File: config.mk
export PLATFORM = sky130hd
export DESIGN_NAME = bus_uart_flat
export DESIGN_NICKNAME = d
export VERILOG_FILES = /design/src/rtl/bus_uart_pkg.sv /design/src/rtl/bus_uart_if.sv /design/src/rtl/sync_fifo.sv /design/src/rtl/bus_uart.sv /design/src/flat_wrapper.sv
export SDC_FILE = /design/constraint.sdc
export NUM_CORES = 1
export LEC_CHECK = 0
export ABC_CLOCK_PERIOD_IN_PS = 2900
export BUFFER_PORTS_ARGS = -buffer_cell sky130_fd_sc_hd__buf_4
export CAP_MARGIN = 20
export CORE_MARGIN = 5
export CORE_UTILIZATION = 50
export CTS_BUF_LIST = sky130_fd_sc_hd__clkbuf_4
export CTS_CLUSTER_SIZE = 30
export DETAILED_ROUTE_END_ITERATION = 12
export PLACE_DENSITY = 0.78
export REMOVE_ABC_BUFFERS = 1
export SLEW_MARGIN = 0
export SYNTH_ARGS = -nofsm -noshare
export SYNTH_HDL_FRONTEND = slang
export SYNTH_SLANG_ARGS = --single-unit
File: constraint.sdc
create_clock -name clk -period 2.9 [get_ports clk]
set_input_delay 0.58 -clock clk [delete_from_list [all_inputs] [get_ports clk]]
set_output_delay 0.58 -clock clk [all_outputs]
set_load 0.01 [all_outputs]
File: src/rtl/bus_uart_pkg.sv
// Shared constants and types for the memory-mapped 8N1 UART on the 65C02 bus.
package bus_uart_pkg;

  localparam logic [1:0] REG_DATA   = 2'd0;
  localparam logic [1:0] REG_STATUS = 2'd1;
  localparam logic [1:0] REG_DIVLO  = 2'd2;
  localparam logic [1:0] REG_DIVHI  = 2'd3;

  localparam int ST_RX_FULL   = 0;
  localparam int ST_TX_IDLE   = 1;
  localparam int ST_TX_FULL   = 2;
  localparam int ST_RX_OVR    = 3;
  localparam int ST_FRAME_ERR = 4;
  localparam int ST_TX_DROP   = 5;

  // 50 MHz system clock divided down to 115200 baud
  localparam logic [15:0] DIV_DEFAULT_115200 = 16'd434;

  typedef enum logic [1:0] {TX_IDLE, TX_START, TX_DATA, TX_STOP} tx_state_t;
  typedef enum logic [1:0] {RX_IDLE, RX_START, RX_DATA, RX_STOP} rx_state_t;

  function automatic logic [15:0] eff_div(input logic [15:0] n);
    return (n < 16'd2) ? 16'd2 : n;
  endfunction

endpackage

File: src/rtl/bus_uart_if.sv
// CPU bus signals seen by a memory-mapped responder: address/write strobe in, registered read data out.
interface bus_uart_if;
  logic [15:0] ab;
  logic        we;
  logic [7:0]  wdata;
  logic [7:0]  rdata;
  logic        rsel;

  modport master (output ab, we, wdata, input rdata, rsel);
  modport slave  (input ab, we, wdata, output rdata, rsel);
endinterface

File: src/rtl/sync_fifo.sv
// Single-clock show-ahead FIFO; a push while full is accepted only if a pop frees a slot in the same cycle.
module sync_fifo #(
  parameter int WIDTH = 8,
  parameter int DEPTH = 16
) (
  input  logic                     clk,
  input  logic                     reset,
  input  logic                     push,
  input  logic [WIDTH-1:0]         din,
  input  logic                     pop,
  output logic [WIDTH-1:0]         dout,
  output logic                     full,
  output logic                     empty,
  output logic [$clog2(DEPTH):0]   count
);
  localparam int AW = $clog2(DEPTH);

  logic [WIDTH-1:0] mem [DEPTH];
  logic [AW-1:0]    wr_ptr_q, wr_ptr_d;
  logic [AW-1:0]    rd_ptr_q, rd_ptr_d;
  logic [AW:0]      count_q, count_d;
  logic             do_push, do_pop;

  assign full    = (count_q == (AW+1)'(DEPTH));
  assign empty   = (count_q == '0);
  assign count   = count_q;
  assign dout    = mem[rd_ptr_q];
  assign do_pop  = pop && !empty;
  assign do_push = push && (!full || do_pop);

  // NOTE: every always_comb output gets a default first, so no path can infer a latch.
  always_comb begin
    wr_ptr_d = wr_ptr_q + AW'(do_push);
    rd_ptr_d = rd_ptr_q + AW'(do_pop);
    count_d  = count_q + (AW+1)'(do_push) - (AW+1)'(do_pop);
  end

  // NOTE: sequential state uses non-blocking assignments so all flops update from pre-edge values.
  always_ff @(posedge clk) begin
    if (reset) begin
      wr_ptr_q <= '0;
      rd_ptr_q <= '0;
      count_q  <= '0;
    end else begin
      wr_ptr_q <= wr_ptr_d;
      rd_ptr_q <= rd_ptr_d;
      count_q  <= count_d;
    end
  end

  // NOTE: storage is not reset; the pointers and count alone define which entries are valid.
  always_ff @(posedge clk) begin
    if (do_push) mem[wr_ptr_q] <= din;
  end

endmodule

File: src/rtl/bus_uart.sv
// 8N1 UART responding in a 4-byte window on the CPU bus: DATA, STATUS, DIV_LO, DIV_HI.
module bus_uart
  import bus_uart_pkg::*;
#(
  parameter logic [15:0] BASE_ADDR = 16'h8000,
  parameter logic [15:0] DIV_RESET = DIV_DEFAULT_115200,
  parameter int          TX_DEPTH  = 16
) (
  input  logic       clk,
  input  logic       reset,
  bus_uart_if.slave  bus,
  output logic       irq,
  output logic       txd,
  input  logic       rxd
);
  localparam int CW = $clog2(TX_DEPTH) + 1;

  logic       hit, rd_hit, wr_hit;
  logic [1:0] off;
  logic       data_rd, data_wr, status_wr, divlo_wr, divhi_wr;

  assign hit       = (bus.ab[15:2] == BASE_ADDR[15:2]);
  assign off       = bus.ab[1:0];
  assign rd_hit    = hit && !bus.we;
  assign wr_hit    = hit && bus.we;
  assign data_rd   = rd_hit && (off == REG_DATA);
  assign data_wr   = wr_hit && (off == REG_DATA);
  assign status_wr = wr_hit && (off == REG_STATUS);
  assign divlo_wr  = wr_hit && (off == REG_DIVLO);
  assign divhi_wr  = wr_hit && (off == REG_DIVHI);

  logic [15:0] div_q, div_d, n_eff;
  logic [7:0]  rx_hold_q, rx_hold_d;
  logic        rx_full_q, rx_full_d;
  logic        rx_ovr_q, rx_ovr_d;
  logic        frame_err_q, frame_err_d;
  logic        tx_drop_q, tx_drop_d;
  logic [7:0]  rdata_q, rdata_d;
  logic        rsel_q, rsel_d;
  logic [7:0]  status;

  assign n_eff = eff_div(div_q);

  logic [7:0]    fifo_dout;
  logic          fifo_full, fifo_empty, tx_pop, tx_idle;
  logic [CW-1:0] fifo_count;

  sync_fifo #(.WIDTH(8), .DEPTH(TX_DEPTH)) u_tx_fifo (
    .clk   (clk),
    .reset (reset),
    .push  (data_wr),
    .din   (bus.wdata),
    .pop   (tx_pop),
    .dout  (fifo_dout),
    .full  (fifo_full),
    .empty (fifo_empty),
    .count (fifo_count)
  );

  // ---------------- TX serializer ----------------
  tx_state_t   tx_state_q;
  logic [15:0] tx_cnt_q;
  logic [2:0]  tx_bit_q;
  logic [7:0]  tx_shift_q;
  logic        txd_q, tx_cnt_done;

  assign tx_cnt_done = (tx_cnt_q == 16'd0);
  // Popping at the end of STOP chains frames with no idle gap between them.
  assign tx_pop  = !fifo_empty && ((tx_state_q == TX_IDLE) || ((tx_state_q == TX_STOP) && tx_cnt_done));
  assign tx_idle = (fifo_count == '0) && (tx_state_q == TX_IDLE);

  always_ff @(posedge clk) begin
    if (reset) begin
      tx_state_q <= TX_IDLE;
      tx_cnt_q   <= '0;
      tx_bit_q   <= '0;
      tx_shift_q <= '0;
      txd_q      <= 1'b1;
    end else if (tx_pop) begin
      tx_state_q <= TX_START;
      tx_shift_q <= fifo_dout;
      tx_cnt_q   <= n_eff - 16'd1;
      txd_q      <= 1'b0;
    end else begin
      case (tx_state_q)
        TX_IDLE: txd_q <= 1'b1;
        TX_START: begin
          if (tx_cnt_done) begin
            tx_state_q <= TX_DATA;
            txd_q      <= tx_shift_q[0];
            tx_shift_q <= tx_shift_q >> 1;
            tx_bit_q   <= '0;
            tx_cnt_q   <= n_eff - 16'd1;
          end else tx_cnt_q <= tx_cnt_q - 16'd1;
        end
        TX_DATA: begin
          if (tx_cnt_done) begin
            tx_cnt_q <= n_eff - 16'd1;
            if (tx_bit_q == 3'd7) begin
              tx_state_q <= TX_STOP;
              txd_q      <= 1'b1;
            end else begin
              txd_q      <= tx_shift_q[0];
              tx_shift_q <= tx_shift_q >> 1;
              tx_bit_q   <= tx_bit_q + 3'd1;
            end
          end else tx_cnt_q <= tx_cnt_q - 16'd1;
        end
        TX_STOP: begin
          if (tx_cnt_done) tx_state_q <= TX_IDLE;
          else             tx_cnt_q   <= tx_cnt_q - 16'd1;
        end
        default: tx_state_q <= TX_IDLE;
      endcase
    end
  end

  // ---------------- RX deserializer ----------------
  rx_state_t   rx_state_q;
  logic [15:0] rx_cnt_q;
  logic [2:0]  rx_bit_q;
  logic [7:0]  rx_shift_q;
  logic        rx_s1_q, rx_s2_q, rx_s3_q;
  logic        rx_fall, rx_cnt_done, rx_done;

  assign rx_fall     = rx_s3_q && !rx_s2_q;
  assign rx_cnt_done = (rx_cnt_q == 16'd0);
  assign rx_done     = (rx_state_q == RX_STOP) && rx_cnt_done;

  always_ff @(posedge clk) begin
    if (reset) begin
      rx_s1_q    <= 1'b1;
      rx_s2_q    <= 1'b1;
      rx_s3_q    <= 1'b1;
      rx_state_q <= RX_IDLE;
      rx_cnt_q   <= '0;
      rx_bit_q   <= '0;
      rx_shift_q <= '0;
    end else begin
      rx_s1_q <= rxd;
      rx_s2_q <= rx_s1_q;
      rx_s3_q <= rx_s2_q;
      case (rx_state_q)
        RX_IDLE: begin
          if (rx_fall) begin
            rx_state_q <= RX_START;
            rx_cnt_q   <= (n_eff >> 1) - 16'd1;
          end
        end
        RX_START: begin
          if (rx_cnt_done) begin
            if (rx_s2_q) rx_state_q <= RX_IDLE;
            else begin
              rx_state_q <= RX_DATA;
              rx_bit_q   <= '0;
              rx_cnt_q   <= n_eff - 16'd1;
            end
          end else rx_cnt_q <= rx_cnt_q - 16'd1;
        end
        RX_DATA: begin
          if (rx_cnt_done) begin
            rx_shift_q <= {rx_s2_q, rx_shift_q[7:1]};
            rx_cnt_q   <= n_eff - 16'd1;
            if (rx_bit_q == 3'd7) rx_state_q <= RX_STOP;
            else                  rx_bit_q   <= rx_bit_q + 3'd1;
          end else rx_cnt_q <= rx_cnt_q - 16'd1;
        end
        RX_STOP: begin
          if (rx_cnt_done) rx_state_q <= RX_IDLE;
          else             rx_cnt_q   <= rx_cnt_q - 16'd1;
        end
        default: rx_state_q <= RX_IDLE;
      endcase
    end
  end

  // ---------------- Register file ----------------
  always_comb begin
    status               = '0;
    status[ST_RX_FULL]   = rx_full_q;
    status[ST_TX_IDLE]   = tx_idle;
    status[ST_TX_FULL]   = fifo_full;
    status[ST_RX_OVR]    = rx_ovr_q;
    status[ST_FRAME_ERR] = frame_err_q;
    status[ST_TX_DROP]   = tx_drop_q;
  end

  always_comb begin
    div_d       = div_q;
    rx_hold_d   = rx_hold_q;
    rx_full_d   = rx_full_q;
    rx_ovr_d    = rx_ovr_q;
    frame_err_d = frame_err_q;
    tx_drop_d   = tx_drop_q;
    rsel_d      = rd_hit;
    rdata_d     = '0;

    if (rd_hit) begin
      case (off)
        REG_DATA:   rdata_d = rx_hold_q;
        REG_STATUS: rdata_d = status;
        REG_DIVLO:  rdata_d = div_q[7:0];
        REG_DIVHI:  rdata_d = div_q[15:8];
      endcase
    end

    if (data_rd)  rx_full_d    = 1'b0;
    if (divlo_wr) div_d[7:0]   = bus.wdata;
    if (divhi_wr) div_d[15:8]  = bus.wdata;
    if (status_wr) begin
      rx_ovr_d    = 1'b0;
      frame_err_d = 1'b0;
      tx_drop_d   = 1'b0;
    end

    // Sticky events are applied after the clear so they win a same-cycle STATUS write.
    if (data_wr && fifo_full && !tx_pop) tx_drop_d = 1'b1;
    if (rx_done) begin
      if (!rx_full_q || data_rd) begin
        rx_hold_d = rx_shift_q;
        rx_full_d = 1'b1;
      end else rx_ovr_d = 1'b1;
      if (!rx_s2_q) frame_err_d = 1'b1;
    end
  end

  always_ff @(posedge clk) begin
    if (reset) begin
      div_q       <= DIV_RESET;
      rx_hold_q   <= '0;
      rx_full_q   <= 1'b0;
      rx_ovr_q    <= 1'b0;
      frame_err_q <= 1'b0;
      tx_drop_q   <= 1'b0;
      rdata_q     <= '0;
      rsel_q      <= 1'b0;
    end else begin
      div_q       <= div_d;
      rx_hold_q   <= rx_hold_d;
      rx_full_q   <= rx_full_d;
      rx_ovr_q    <= rx_ovr_d;
      frame_err_q <= frame_err_d;
      tx_drop_q   <= tx_drop_d;
      rdata_q     <= rdata_d;
      rsel_q      <= rsel_d;
    end
  end

  assign bus.rdata = rdata_q;
  assign bus.rsel  = rsel_q;
  assign irq       = rx_full_q;
  assign txd       = txd_q;

endmodule

File: src/flat_wrapper.sv
// flat-port wrapper written by rule: the top's interface ports become plain ports
module bus_uart_flat import bus_uart_pkg::*;
#(
  parameter logic [15:0] BASE_ADDR = 16'h8000,
  parameter logic [15:0] DIV_RESET = DIV_DEFAULT_115200,
  parameter int          TX_DEPTH  = 16
)
  (clk, reset, irq, txd, rxd, bus_ab, bus_we, bus_wdata, bus_rdata, bus_rsel);
  bus_uart_if bus_i ();
  input  logic clk;
  input  logic reset;
  output logic irq;
  output logic txd;
  input  logic rxd;
  input wire logic [$bits(bus_i.ab)-1:0] bus_ab;
  input wire logic [$bits(bus_i.we)-1:0] bus_we;
  input wire logic [$bits(bus_i.wdata)-1:0] bus_wdata;
  output wire logic [$bits(bus_i.rdata)-1:0] bus_rdata;
  output wire logic [$bits(bus_i.rsel)-1:0] bus_rsel;
  assign bus_i.ab = bus_ab;
  assign bus_i.we = bus_we;
  assign bus_i.wdata = bus_wdata;
  assign bus_rdata = bus_i.rdata;
  assign bus_rsel = bus_i.rsel;
  bus_uart #(.BASE_ADDR(BASE_ADDR), .DIV_RESET(DIV_RESET), .TX_DEPTH(TX_DEPTH)) u_core (.clk(clk), .reset(reset), .bus(bus_i), .irq(irq), .txd(txd), .rxd(rxd));
endmodule
==> results.yml <==
outcome:
  status: "finished with violations"
  violations: "setup timing"
run:
  max_cap_violations: 0
routing:
  drt_iter0_drc: 812
  drt-pass1-iter-count: 5
  wl_per_cell_um: 19.32
  drt.antenna.violating_nets: 0
  viasPerCell: 5.964
  remaining_drc_errors: 0
  wirelength_mm: 28.27
  route.vias.total: 8725
timing:
  fin_ws_ns: -0.1879
  finalHoldViolCount: 0
  worstMarginPinSlew_ns: 1.004
  fmax_ghz: 0.3238
  hold_ws_ns: 0.09258
  finClkSkew_ns: 0.02628
  slew_viol_final: 0
  finalCriticalPeriod_ns: 3.088
  period_share_pct: 106.5
  relSlewSlack_pct: 33.08
  rsz0062_at_grt: "yes"
  setup_violations: 2
synth:
  ys_seq_area_share_pct: 53.66
  ys_ff_latch: 240
  syn-instance-count: 988
  netlist_top_cells_area: "edfxtp_1 34%, dfxtp_1 20%, mux4_2 8.9%, ha_1 3.3%, nor2_1 3.1%"
  synth_top_area_cell: "edfxtp_1"
  async_flop_share_pct: 0
  yosysUniqueCellTypes: 74
  synth_top_flop_cell: "edfxtp_1"
  synth_area_um2: 11340
  synth_edf_count: 128
  synth_top_area_share_pct: 33.89
  synth_warnings: 0
  syn_area_per_cell_um2: 11.48
worst_setup_path:
  rrSetupSlack_ns: -0.19
  cpPeakStageDelay_ns: 0.39
  crit_type: "flip-flop to flip-flop"
  crit_fanout: 2
  reg2reg_from: "u_core.tx_cnt_q[8]"
  r2r-end: "u_core.u_tx_fifo.count[4]"
  startpoint_type: "flip-flop"
  path_cells: "nor4_4, and4b_2, a31oi_4, nand3b_1, ha_4, inv_2, ha_4, fa_2, a21oi_2, nor2_2, or3_4, a21oi_2"
  endpoint_kind: "flip-flop"
  cp.required_ns: 3.49
  r2r_cells: 12
  crit_arrival_ns: 3.68
  cp_slowest_cell: "or3_4"
grt:
  grt_overflow: 0
  grt_pass1_wl_mm: 45.48
  grt_pass1_vias: 8652
  grt_max_degree: 90
  antenna_found_initial: 1
  grt_usage_pct: 21.69
floorplan:
  start_util_pct: 50.40
  die_w_um: 160.6
  core_um2: 22500
  die_area_um2: 25800
  io_pins: 39
  row_count: 55
  die_h_um: 160.6
final_layout:
  layout_common_cells: "136 x buf_4, 128 x edfxtp_1, 109 x dfxtp_1, 94 x nor2_1, 87 x clkbuf_4"
  final_common_cell: "buf_4"
  syn2layout_area_growth_pct: 18.33
  drive_gt1_share_pct: 26.85
  nNetsFinal: 1184
power_and_ir_drop:
  swShare_pct: 35.38
  leakage_nw: 5.035
  fin_total_pwr_mw: 11.35
  power_frac_clock_pct: 25.9
  power_density_nw_per_um2: 845.6
  pwr-share-seq_pct: 35.2
  switching_power_mw: 4.015
  irDropWorstVdd_mv: 0.5026
  p_int_mw: 7.334
  power_frac_comb_pct: 38.9
clock_network:
  cts_made_buffers: 60
  htreeDepth: 2
  insertion_delay_ns: 0.69
  cts_tree: "yes"
  clock-root-buffer: "clkbuf_4"
  cts_buffer_depth: 3
  clock_sinks: 240
  cts.clk_slew.worst_paths_ns: 0.06
worst_hold_path:
  min_path_cells: 2
  holdCritStartpoint: "rxd"
  hold_path.class: "primary input to flip-flop"
  min_to: "u_core.rx_s1_q"
place:
  hpwl_mm: 18.33
  port_buffers: 38
  gp_congestion: 0.9315
kinds of logic after synthesis:
family | share of synthesized area, %
AND/OR/NAND/NOR | 14.23
XOR/XNOR | 3.243
multiplexers | 11.95
buffers and inverters | 3.309
adder cells (fa/ha/maj) | 3.486
flip-flops | 53.66
AO/OA/AOI/OAI | 10.13
synth_stat cells (5+ instances only):
cell type	count
nand2_1	81
nor2_1	95
dfxtp_1	112
nor2b_1	10
clkbuf_1	46
buf_2	12
or2_2	5
and3_1	10
a221o_1	6
a21oi_1	54
inv_1	30
nor3_1	28
nor4b_1	8
or4_1	5
a31oi_1	9
mux2i_1	33
nor4_1	10
nand4_1	14
xor2_1	20
a311oi_1	13
o31ai_1	5
nand3_1	28
nand2b_1	5
o21ai_0	37
mux4_2	45
edfxtp_1	128
o211ai_1	7
o22ai_1	6
xnor2_1	22
ha_1	30
final cells by class:
class	count	area, um^2
fill	1721	9081
multi-input combinational	654	4982
clock buffer	86	645.6
antenna	1	2.502
timing repair buffer	138	1049
sequential	240	6090
inverter	31	116.4
clock inverter	28	180.2
tap	285	356.6
metrics by stage:
stage          util [%]  setup slack, ns  instances  TNS, ns  cell area [um^2]
2_1_floorplan         -          -0.4153        925   -1.072             11080
3_3_place_gp      55.34          -0.2732       1343  -0.2732             12450
3_5_place_dp      55.34          -0.3593       1343  -0.3593             12450
4_1_cts           59.42          -0.1634       1459  -0.1634             13370
5_1_grt           59.64          -0.2628       1463  -0.5578             13420
6_report          59.64          -0.1879       1463  -0.3063             13420
state kept, by name, indices dropped and copies added, names as in the netlist, 2 cells and up, named ones only:
name,cells
u_core.tx_state_q,2
u_core.rx_cnt_q,16
u_core.rx_bit_q,3
u_core.rx_shift_q,8
u_core.div_q,16
u_core.rx_hold_q,8
u_core.u_tx_fifo.count,5
u_core.bus.rdata,8
u_core.u_tx_fifo.wr_ptr_q,4
u_core.u_tx_fifo.rd_ptr_q,4
u_core.tx_bit_q,3
u_core.u_tx_fifo.mem,128
u_core.tx_shift_q,8
u_core.tx_cnt_q,16
power by group through the flow:
stage                     clock network (mW)  registers (mW)  logic, mW
after floorplan                            0            4.18       2.57
after global routing                    3.21            4.02       4.83
after detailed placement                   0            4.05       4.04
final                                   2.94            4.00       4.41
after CTS                               3.01            3.99       4.24
after global placement                     0            4.04       3.94
critical path, delay by kind of cell (launching register included):
| family | cells | cell delay [ns] |
|---|---|---|
| flip-flops | 1 | 0.34 |
| adder cells (fa/ha/maj) | 3 | 0.85 |
| buffers and inverters | 1 | 0.04 |
| AND/OR/NAND/NOR | 5 | 1.35 |
| AO/OA/AOI/OAI | 3 | 0.42 |
layer usage:
metal | up-vias | track usage [%] | share of wire (%)
met5 | - | 0 | 0
met4 | 0 | 7.118 | 2.6
met3 | 70 | 4.234 | 8.3
met2 | 423 | 35.65 | 49
met1 | 4213 | 29.14 | 40
li1 | 4019 | - | -
worst max path at each step:
stage                                    startpoint                        end  cells past startpoint
final                            u_core.tx_cnt_q[8]  u_core.u_tx_fifo.count[4]                     12
after global routing             u_core.tx_cnt_q[7]  u_core.u_tx_fifo.count[4]                     12
after CTS                       u_core.tx_cnt_q[10]  u_core.u_tx_fifo.count[4]                     12
after detailed placement                  bus_ab[6]  u_core.u_tx_fifo.count[4]                     13
after global placement                    bus_ab[6]  u_core.u_tx_fifo.count[4]                     13
after floorplan           u_core.u_tx_fifo.count[3]  u_core.u_tx_fifo.count[4]                     13
timing repair:
action | 4_1_cts | 5_1_grt
hold endpoints to repair | 0 | 0
pin swaps | 8 | 6
setup buffers | 2 | 2
resized for setup | 17 | 6
setup endpoints to repair | 2 | 6
hold buffers | 0 | 0
No activity file was read; power rests on OpenSTA's default activity.
